==> src/rtl/qsn_pkg.sv <==
// Shared constants and types for the QSN forward/inverse datapath.
//   LIFTING_FACTOR : block width in bits
//   SHIFT_WIDTH    : width of a rotation amount
//   block_t        : one lifting-factor block
//   shift_t        : one rotation amount
package qsn_pkg;
  localparam int LIFTING_FACTOR = 4;
  localparam int SHIFT_WIDTH    = $clog2(LIFTING_FACTOR);

  typedef logic [LIFTING_FACTOR-1:0] block_t;
  typedef logic [SHIFT_WIDTH-1:0]    shift_t;
endpackage

==> src/rtl/qsn_shift_fifo.sv <==
// Shift-value FIFO: holds rotation amounts recorded by the forward QSN until
// the matching block returns.
//   clk, rst_n : clock, async active-low reset
//   push, din  : write din at tail (ignored when full)
//   pop, dout  : dout is the head entry; pop advances head (ignored when empty)
//   full/empty : status derived from the registered count
//   count      : number of stored entries, 0..DEPTH
module qsn_shift_fifo #(
  parameter  int W     = qsn_pkg::SHIFT_WIDTH,
  parameter  int DEPTH = 4,
  localparam int AW    = $clog2(DEPTH)
) (
  input  logic          clk,
  input  logic          rst_n,
  input  logic          push,
  input  logic [W-1:0]  din,
  input  logic          pop,
  output logic [W-1:0]  dout,
  output logic          full,
  output logic          empty,
  output logic [AW:0]   count
);
  import qsn_pkg::*;

  logic [W-1:0]  mem [DEPTH];
  logic [AW-1:0] wr_ptr, rd_ptr;
  logic          do_push, do_pop;

  assign full    = (count == (AW+1)'(DEPTH));
  assign empty   = (count == '0);
  assign do_push = push && !full;
  assign do_pop  = pop && !empty;
  assign dout    = mem[rd_ptr];

  // Pointers wrap naturally since DEPTH is a power of two.
  always_ff @(posedge clk or negedge rst_n) begin
    if (!rst_n) begin
      wr_ptr <= '0;
      rd_ptr <= '0;
      count  <= '0;
    end else begin
      if (do_push) wr_ptr <= wr_ptr + 1'b1;
      if (do_pop)  rd_ptr <= rd_ptr + 1'b1;
      case ({do_push, do_pop})
        2'b10:   count <= count + 1'b1;
        2'b01:   count <= count - 1'b1;
        default: count <= count;
      endcase
    end
  end

  // Storage needs no reset: entries are only read once count covers them.
  always_ff @(posedge clk) begin
    if (do_push) mem[wr_ptr] <= din;
  end
endmodule

==> src/rtl/qsn_deshift.sv <==
// Inverse quasi-cyclic shift: undoes the forward rotation O[i] = I[(i+s) mod LF]
// by producing data_out[j] = data_in[(j-s) mod LF], with s popped from a FIFO
// of shifts recorded on the forward side.
//   shift_in/_valid/_ready : shift values from the forward QSN
//   data_in/_valid/_ready  : returning rotated blocks (need a stored shift)
//   data_out/_valid/_ready : de-rotated blocks, one register stage
//   fifo_count             : number of stored shifts
//   err_shift              : sticky, a shift >= LIFTING_FACTOR was pushed
module qsn_deshift #(
  parameter int LIFTING_FACTOR = qsn_pkg::LIFTING_FACTOR,
  parameter int SHIFT_WIDTH    = $clog2(LIFTING_FACTOR),
  parameter int FIFO_DEPTH     = 4
) (
  input  logic                          clk,
  input  logic                          rst_n,
  input  logic [SHIFT_WIDTH-1:0]        shift_in,
  input  logic                          shift_in_valid,
  output logic                          shift_in_ready,
  input  logic [LIFTING_FACTOR-1:0]     data_in,
  input  logic                          data_in_valid,
  output logic                          data_in_ready,
  output logic [LIFTING_FACTOR-1:0]     data_out,
  output logic                          data_out_valid,
  input  logic                          data_out_ready,
  output logic [$clog2(FIFO_DEPTH):0]   fifo_count,
  output logic                          err_shift
);
  import qsn_pkg::*;

  localparam logic [SHIFT_WIDTH:0] LF_W = (SHIFT_WIDTH+1)'(LIFTING_FACTOR);

  logic                      full, empty;
  logic                      push, accept, bad_shift;
  logic [SHIFT_WIDTH-1:0]    push_val, head;
  logic [LIFTING_FACTOR-1:0] rot;

  // Out-of-range shifts are stored as 0 so the datapath never indexes past LF.
  assign bad_shift      = ({1'b0, shift_in} >= LF_W);
  assign push_val       = bad_shift ? '0 : shift_in;
  assign shift_in_ready = !full;
  assign push           = shift_in_valid && shift_in_ready;
  // Uses registered count only, so a same-cycle push cannot feed this pop.
  assign data_in_ready  = !empty && (!data_out_valid || data_out_ready);
  assign accept         = data_in_valid && data_in_ready;

  qsn_shift_fifo #(.W(SHIFT_WIDTH), .DEPTH(FIFO_DEPTH)) u_fifo (
    .clk   (clk),
    .rst_n (rst_n),
    .push  (push),
    .din   (push_val),
    .pop   (accept),
    .dout  (head),
    .full  (full),
    .empty (empty),
    .count (fifo_count)
  );

  // (j - s) mod LF computed as j + LF - s with one conditional subtract;
  // s < LF so the sum lies in [1, 2*LF-1].
  for (genvar j = 0; j < LIFTING_FACTOR; j++) begin : g_rot
    logic [SHIFT_WIDTH:0]   sum;
    logic [SHIFT_WIDTH-1:0] idx;
    assign sum    = (SHIFT_WIDTH+1)'(j + LIFTING_FACTOR) - {1'b0, head};
    assign idx    = SHIFT_WIDTH'((sum >= LF_W) ? (sum - LF_W) : sum);
    assign rot[j] = data_in[idx];
  end

  always_ff @(posedge clk or negedge rst_n) begin
    if (!rst_n) begin
      data_out       <= '0;
      data_out_valid <= 1'b0;
      err_shift      <= 1'b0;
    end else begin
      if (push && bad_shift) err_shift <= 1'b1;
      if (accept) begin
        data_out       <= rot;
        data_out_valid <= 1'b1;
      end else if (data_out_ready) begin
        data_out_valid <= 1'b0;   // data_out keeps its last value
      end
    end
  end
endmodule

==> config.mk <==
export PLATFORM = sky130hd
export DESIGN_NAME = qsn_deshift
export DESIGN_NICKNAME = d
export VERILOG_FILES = /design/src/rtl/qsn_pkg.sv /design/src/rtl/qsn_shift_fifo.sv /design/src/rtl/qsn_deshift.sv
export SDC_FILE = /design/constraint.sdc
export NUM_CORES = 1
export LEC_CHECK = 0
export CAP_MARGIN = 20
export CORE_UTILIZATION = 45
export CTS_CLUSTER_SIZE = 14
export DETAILED_ROUTE_END_ITERATION = 8
export PLACE_DENSITY = 0.7
export SETUP_SLACK_MARGIN = 0.5
export SYNTH_ARGS = -nofsm -noshare
export SYNTH_HDL_FRONTEND = slang
export SYNTH_HIERARCHICAL = 1
export SYNTH_SLANG_ARGS = --single-unit
==> constraint.sdc <==
create_clock -name clk -period 3.3 [get_ports clk]
set_clock_uncertainty 0.2 [all_clocks]
set_input_delay 0.33 -clock clk [delete_from_list [all_inputs] [get_ports clk]]
set_output_delay 0.33 -clock clk [all_outputs]
set_load 0.05 [all_outputs]
* After elaboration in Yosys (flattened, before gate mapping)
Memories as Yosys holds them, arrays and structs flattened. Index checks and enable logic that the tools add are counted.
Storage, ports and cells: word-level logic and storage cells 58, memories 1, output and inout port bits 11, register bits after elaboration 12, input bits 11, bits in read-only memories 0, bits in latches 0, bits in writable memories 8
Cells by class: reduce and logical (&&, ||, !) cells 12, $mul 0, shift-type cells 0, $add $sub $neg 12, div/mod/pow operators 0, bitwise gates (word level) 0, magnitude comparators 8, multiplexer cells 17, eq/ne operators 3
Memory list:
- u_fifo.mem | depth 4, width 2, rd ports 1, clocked after memory_dff 0, write ports 1, line qsn_shift_fifo.sv:25 | logic [W-1:0] mem [DEPTH];
Operators with widths (number):
- $ge A3 B3 Y1 const B | 4
- $lt A2 B3 Y1 const B | 4
- $sub A3 B2 Y3 const A | 4
- $bmux W1 S2 | 4
- $mux W1 | 8
- $mux W2 | 4
- $sub A2 B1 Y2 const B | 4
- $pmux W3 S2 | 1
- $logic_and A1 B1 Y1 | 5
- $add A2 B1 Y2 const B | 2
- $reduce_bool A2 Y1 | 2
- $add A3 B1 Y3 const B | 1
- $eq A3 B3 Y1 const B | 1
- $logic_not A1 Y1 | 3
- $logic_not A3 Y1 | 1
- $sub A3 B1 Y3 const B | 1
- $eq A2 B1 Y1 const B | 1
- $eq A2 B2 Y1 const B | 1
- $logic_or A1 B1 Y1 | 1

* Longest topological paths before layout
depth in word-level cells 7, mapped depth 10, depth with buffers taken out 10

* Cells and area by module
The synthesis kept the hierarchy.
By module, submodules not included:
- qsn_shift_fifo | area an instance 725.7 um^2, times used 1, cells an instance 47, sequential area each 415.4 um^2
- qsn_deshift | area an instance 326.6 um^2, times used 1, cells an instance 23, sequential area each 125.1 um^2

* Worst setup path after synthesis
No wires, ideal clock.
path type register to register, from reg u_fifo.count[0], to reg u_fifo.count[2], data arrival time 2437 ps, clock period less this slack 2720 ps, setup slack 580 ps, path buffers 0, cell stages (with the launch flop) 10, required time 3018 ps, setup time 82 ps, cells stage by stage dfrtp_1 -> nor3_1 -> nor3b_4 -> o31a_2 -> ha_1 -> inv_1 -> fa_1 -> xor2_1 -> nor2_1 -> xor2_1
Between the ends: cells in the longest elaborated chain, start to end 7, elaborated cells between the ends (all ways) 15, those cells by class add/sub: 2; eq/ne: 3; mux: 1; reduce/logical: 9
Ends and longest elaborated chain:
- from (decl) | line qsn_shift_fifo.sv:21 | output logic [AW:0] count
- from (signal assigned) | line qsn_shift_fifo.sv:45 | 2'b10: count <= count + 1'b1;
- from (signal assigned) | line qsn_shift_fifo.sv:46 | 2'b01: count <= count - 1'b1;
- from (signal assigned) | line qsn_shift_fifo.sv:47 | default: count <= count;
- $logic_not A3 Y1 (*) | line qsn_shift_fifo.sv:30 | assign empty = (count == '0);
- via empty | line qsn_deshift.sv:32 | logic full, empty;
- $logic_not A1 Y1 (*) | line qsn_deshift.sv:43 | assign data_in_ready = !empty && (!data_out_valid || data_out_ready);
- $logic_and A1 B1 Y1 (*) | line qsn_deshift.sv:43
- $logic_and A1 B1 Y1 (*) | line qsn_deshift.sv:44 | assign accept = data_in_valid && data_in_ready;
- via accept | line qsn_deshift.sv:33 | logic push, accept, bad_shift;
- $logic_and A1 B1 Y1 (*) | line qsn_shift_fifo.sv:32 | assign do_pop = pop && !empty;
- via u_fifo.do_pop | line qsn_shift_fifo.sv:27 | logic do_push, do_pop;
- $eq A2 B1 Y1 or $eq A2 B2 Y1 (tied branches) | line qsn_shift_fifo.sv:44 | case ({do_push, do_pop})
- $pmux W3 S2 or $reduce_bool A2 Y1 (tied branches)
The timed path passes the listed nets; every way through them passes the cells marked *. A chain may end at the register's enable or synchronous reset.

* Worst setup path after layout
Same ends and word-level chain as after synthesis.

==> results.yml <==
run_status:
  outcome: "finished clean"
clocking:
  cts-resized-gates: 0
  clock_sinks: 20
  clkLatencyLatePin_ps: 290
  clk_pin_slew_ps: 110
  cts_max_path_buffers: 2
  cts_tree: "yes"
  holdBufCountCts: 0
  clock-root-buffer: "clkbuf_4"
  h-tree-depth: 1
  cts_buffers: 3
  cts_setup_buffers: 0
detailed_routing:
  drcViolationCount: 0
  wire_per_inst_um: 12.8
  via_per_inst: 4.92
  firstDrtPassIters: 4
  drt_wl_total_mm: 1.55
  antenna_left: 0
  via_count: 595
  first_iter_violations: 11
placed_design:
  gp_congestion: 0.673
  io_buffers: 20
logic_synthesis:
  synth-xor-area-share_pct: 4.99
  synth_ff_type: "dfrtp_1"
  synth_enable_flop_cells: 8
  synth.area.top_cells: "dfrtp_1 (29%), edfxtp_1 (23%), ha_1 (5.9%)"
  synth_cells: 70
  synth_top_area_cell: "dfrtp_1"
  synth_cell_type_count: 24
  synth_common_cells: "dfrtp_1 (12), edfxtp_1 (8), inv_1 (7)"
  ys_ff_latch: 20
  yosysSeqAreaShare_pct: 51.4
  yosysWarnings: 6
  syn_area_per_cell_um2: 15.0
  synth_fa_ha_area_share_pct: 7.85
  async_reset_ff_share_pct: 60.0
  synth_most_common_cell: "dfrtp_1"
  synth_top_family_by_area: "multiplexers"
  yosys.area_share.simple_pct: 10.8
  synthMuxAreaShare_pct: 20.5
  yosys.area.top_type_share_pct: 28.5
  synth_compound_area_share_pct: 0.951
  syn-cell-area_mm2: 0.00105
  synth_nets: 87
critical_path:
  cp-start-kind: "register"
  worstPathRequired_ps: 3320
  path_max_fanout: 6
  path_class: "register to register"
  crit_arrival_ps: 2580
  cp-end-kind: "register"
global_route:
  grt.overflow.total: 0
  antenna_found_initial: 0
  grt_pass1_wl_mm: 2.62
  grt_use_total_pct: 14.3
  grt_max_degree: 13
  grt_pass1_vias: 573
timing:
  rsz0062_at_grt: "false"
  holdWs_ps: 169
  max_freq_mhz: 391
  setup_viol: 0
  hold_viol: 0
  tns_ps: 0
  layout_min_cycle_time_ps: 2560
  slew_viol_final: 0
  tightestPinTransition_ps: 522
  finalCritPeriodShare_pct: 77.5
  relSlewSlack_pct: 65.1
finish:
  nFillCells: 187
  synthToLayoutAreaGrowth_pct: 24.1
  multiInputGateArea_um2: 478
  antenna_cells: 0
  drive_above_1_share_pct: 18.3
  seq_area_um2: 541
  nets: 111
power:
  ir_worst_vdd_v: 0.000581
  p_leak_nw: 0.550
  pwr_density_cell_mw_per_mm2: 1010
floorplan:
  num_io_pins: 22
  dieArea_mm2: 0.00254
  initial_core_util_pct: 47.6
  rows: 17
  coreArea_mm2: 0.00221
  die_x_um: 50.4
  die_h_um: 50.4
flow_run:
  drv_cap: 0
hold_path:
  hold_class: "input port to asynchronous set/reset pin"
metal layers:
metal	vias to the layer above	GRT usage (%)	wire, µm
met5	-	0	0
met4	0	8.33	19
met3	3	3.33	89
met2	21	22.7	759
met1	284	17.7	679
li1	287	-	-
cells by family (layout without fill, tap and decap cells):
kind of cell | after synthesis | count (layout)
other | 1 | 1
AO/OA/AOI/OAI | 1 | 1
buffers and inverters | 8 | 31
flip-flops | 20 | 20
multiplexers | 14 | 14
XOR/XNOR | 6 | 6
adder cells (fa/ha/maj) | 6 | 6
AND/OR/NAND/NOR | 14 | 14
state kept, by name, indices dropped and copies added, names as in the netlist:
signal and count:
data_out 4, data_out_valid 1, u_fifo/count 3, u_fifo/mem 8, u_fifo/rd_ptr 2, u_fifo/wr_ptr 2
through the flow:
step	cells	cell area (µm²)	utilization, %	setup slack, ps	power (mW)
2_1_floorplan	70	1050	-	580	1.02
3_3_place_gp	117	1280	57.9	563	1.20
3_5_place_dp	117	1280	57.9	520	1.22
4_1_cts	121	1310	59.0	732	1.34
5_1_grt	121	1310	59.0	582	1.41
6_report	121	1310	59.0	744	1.32
power by group:
group	leakage (nW)	switching [mW]	total [mW]	internal, mW
registers	0.213	0.0855	0.445	0.359
logic	0.321	0.415	0.763	0.348
clock network	0.0154	0.0695	0.113	0.0440
final timing paths:
| kind | startpoint | endpoint | slack [ps] | depth (start not counted) |
|---|---|---|---|---|
| setup / recovery | u_fifo/count[0]$_DFFE_PN0P_ | u_fifo/count[2]$_DFFE_PN0P_ | 740 | 9 |
| hold / removal | rst_n | data_out[2]$_DFFE_PN0P_ | 170 | 1 |
| setup reg to reg | u_fifo/count[0]$_DFFE_PN0P_ | u_fifo/count[2]$_DFFE_PN0P_ | 740 | 9 |
| hold reg to reg | data_out[1]$_DFFE_PN0P_ | data_out[1]$_DFFE_PN0P_ | 320 | 1 |
| max in group asynchronous | rst_n | u_fifo/count[2]$_DFFE_PN0P_ | 2380 | 1 |
| min in group clk | data_out[1]$_DFFE_PN0P_ | data_out[1]$_DFFE_PN0P_ | 320 | 1 |
layout by cell type, fill, tap and decap left out, drive strengths merged, types with 2 or more instances in the layout:
master	Yosys	routed
mux4	4	4
nor3b	2	2
xor2	3	3
edfxtp	8	8
nor2b	3	3
inv	7	7
mux2	5	5
nor2	2	2
xnor2	3	3
dfrtp	12	12
clkbuf	0	3
clkdlybuf4s50	0	20
mux2i	5	5
ha	5	5
and2	4	4
worst max-delay path, stage by stage (launching register included):
cell     delay, ps
dfrtp_1        500
nor3_1         140
nor3b_4        370
o31a_2         250
ha_1           180
inv_1           60
fa_1           370
xor2_1         150
nor2_1         110
xor2_1         150
layout make-up:
cell class | instances | area share, %
Timing Repair Buffer | 20 | 15.3
Multi-Input combinational cell | 42 | 36.6
Inverter | 7 | 2.01
Sequential cell | 20 | 41.4
Clock buffer | 3 | 1.72
Tap cell | 28 | 2.68
Clock inverter | 1 | 0.287
Power figures use the tool's default switching activity.
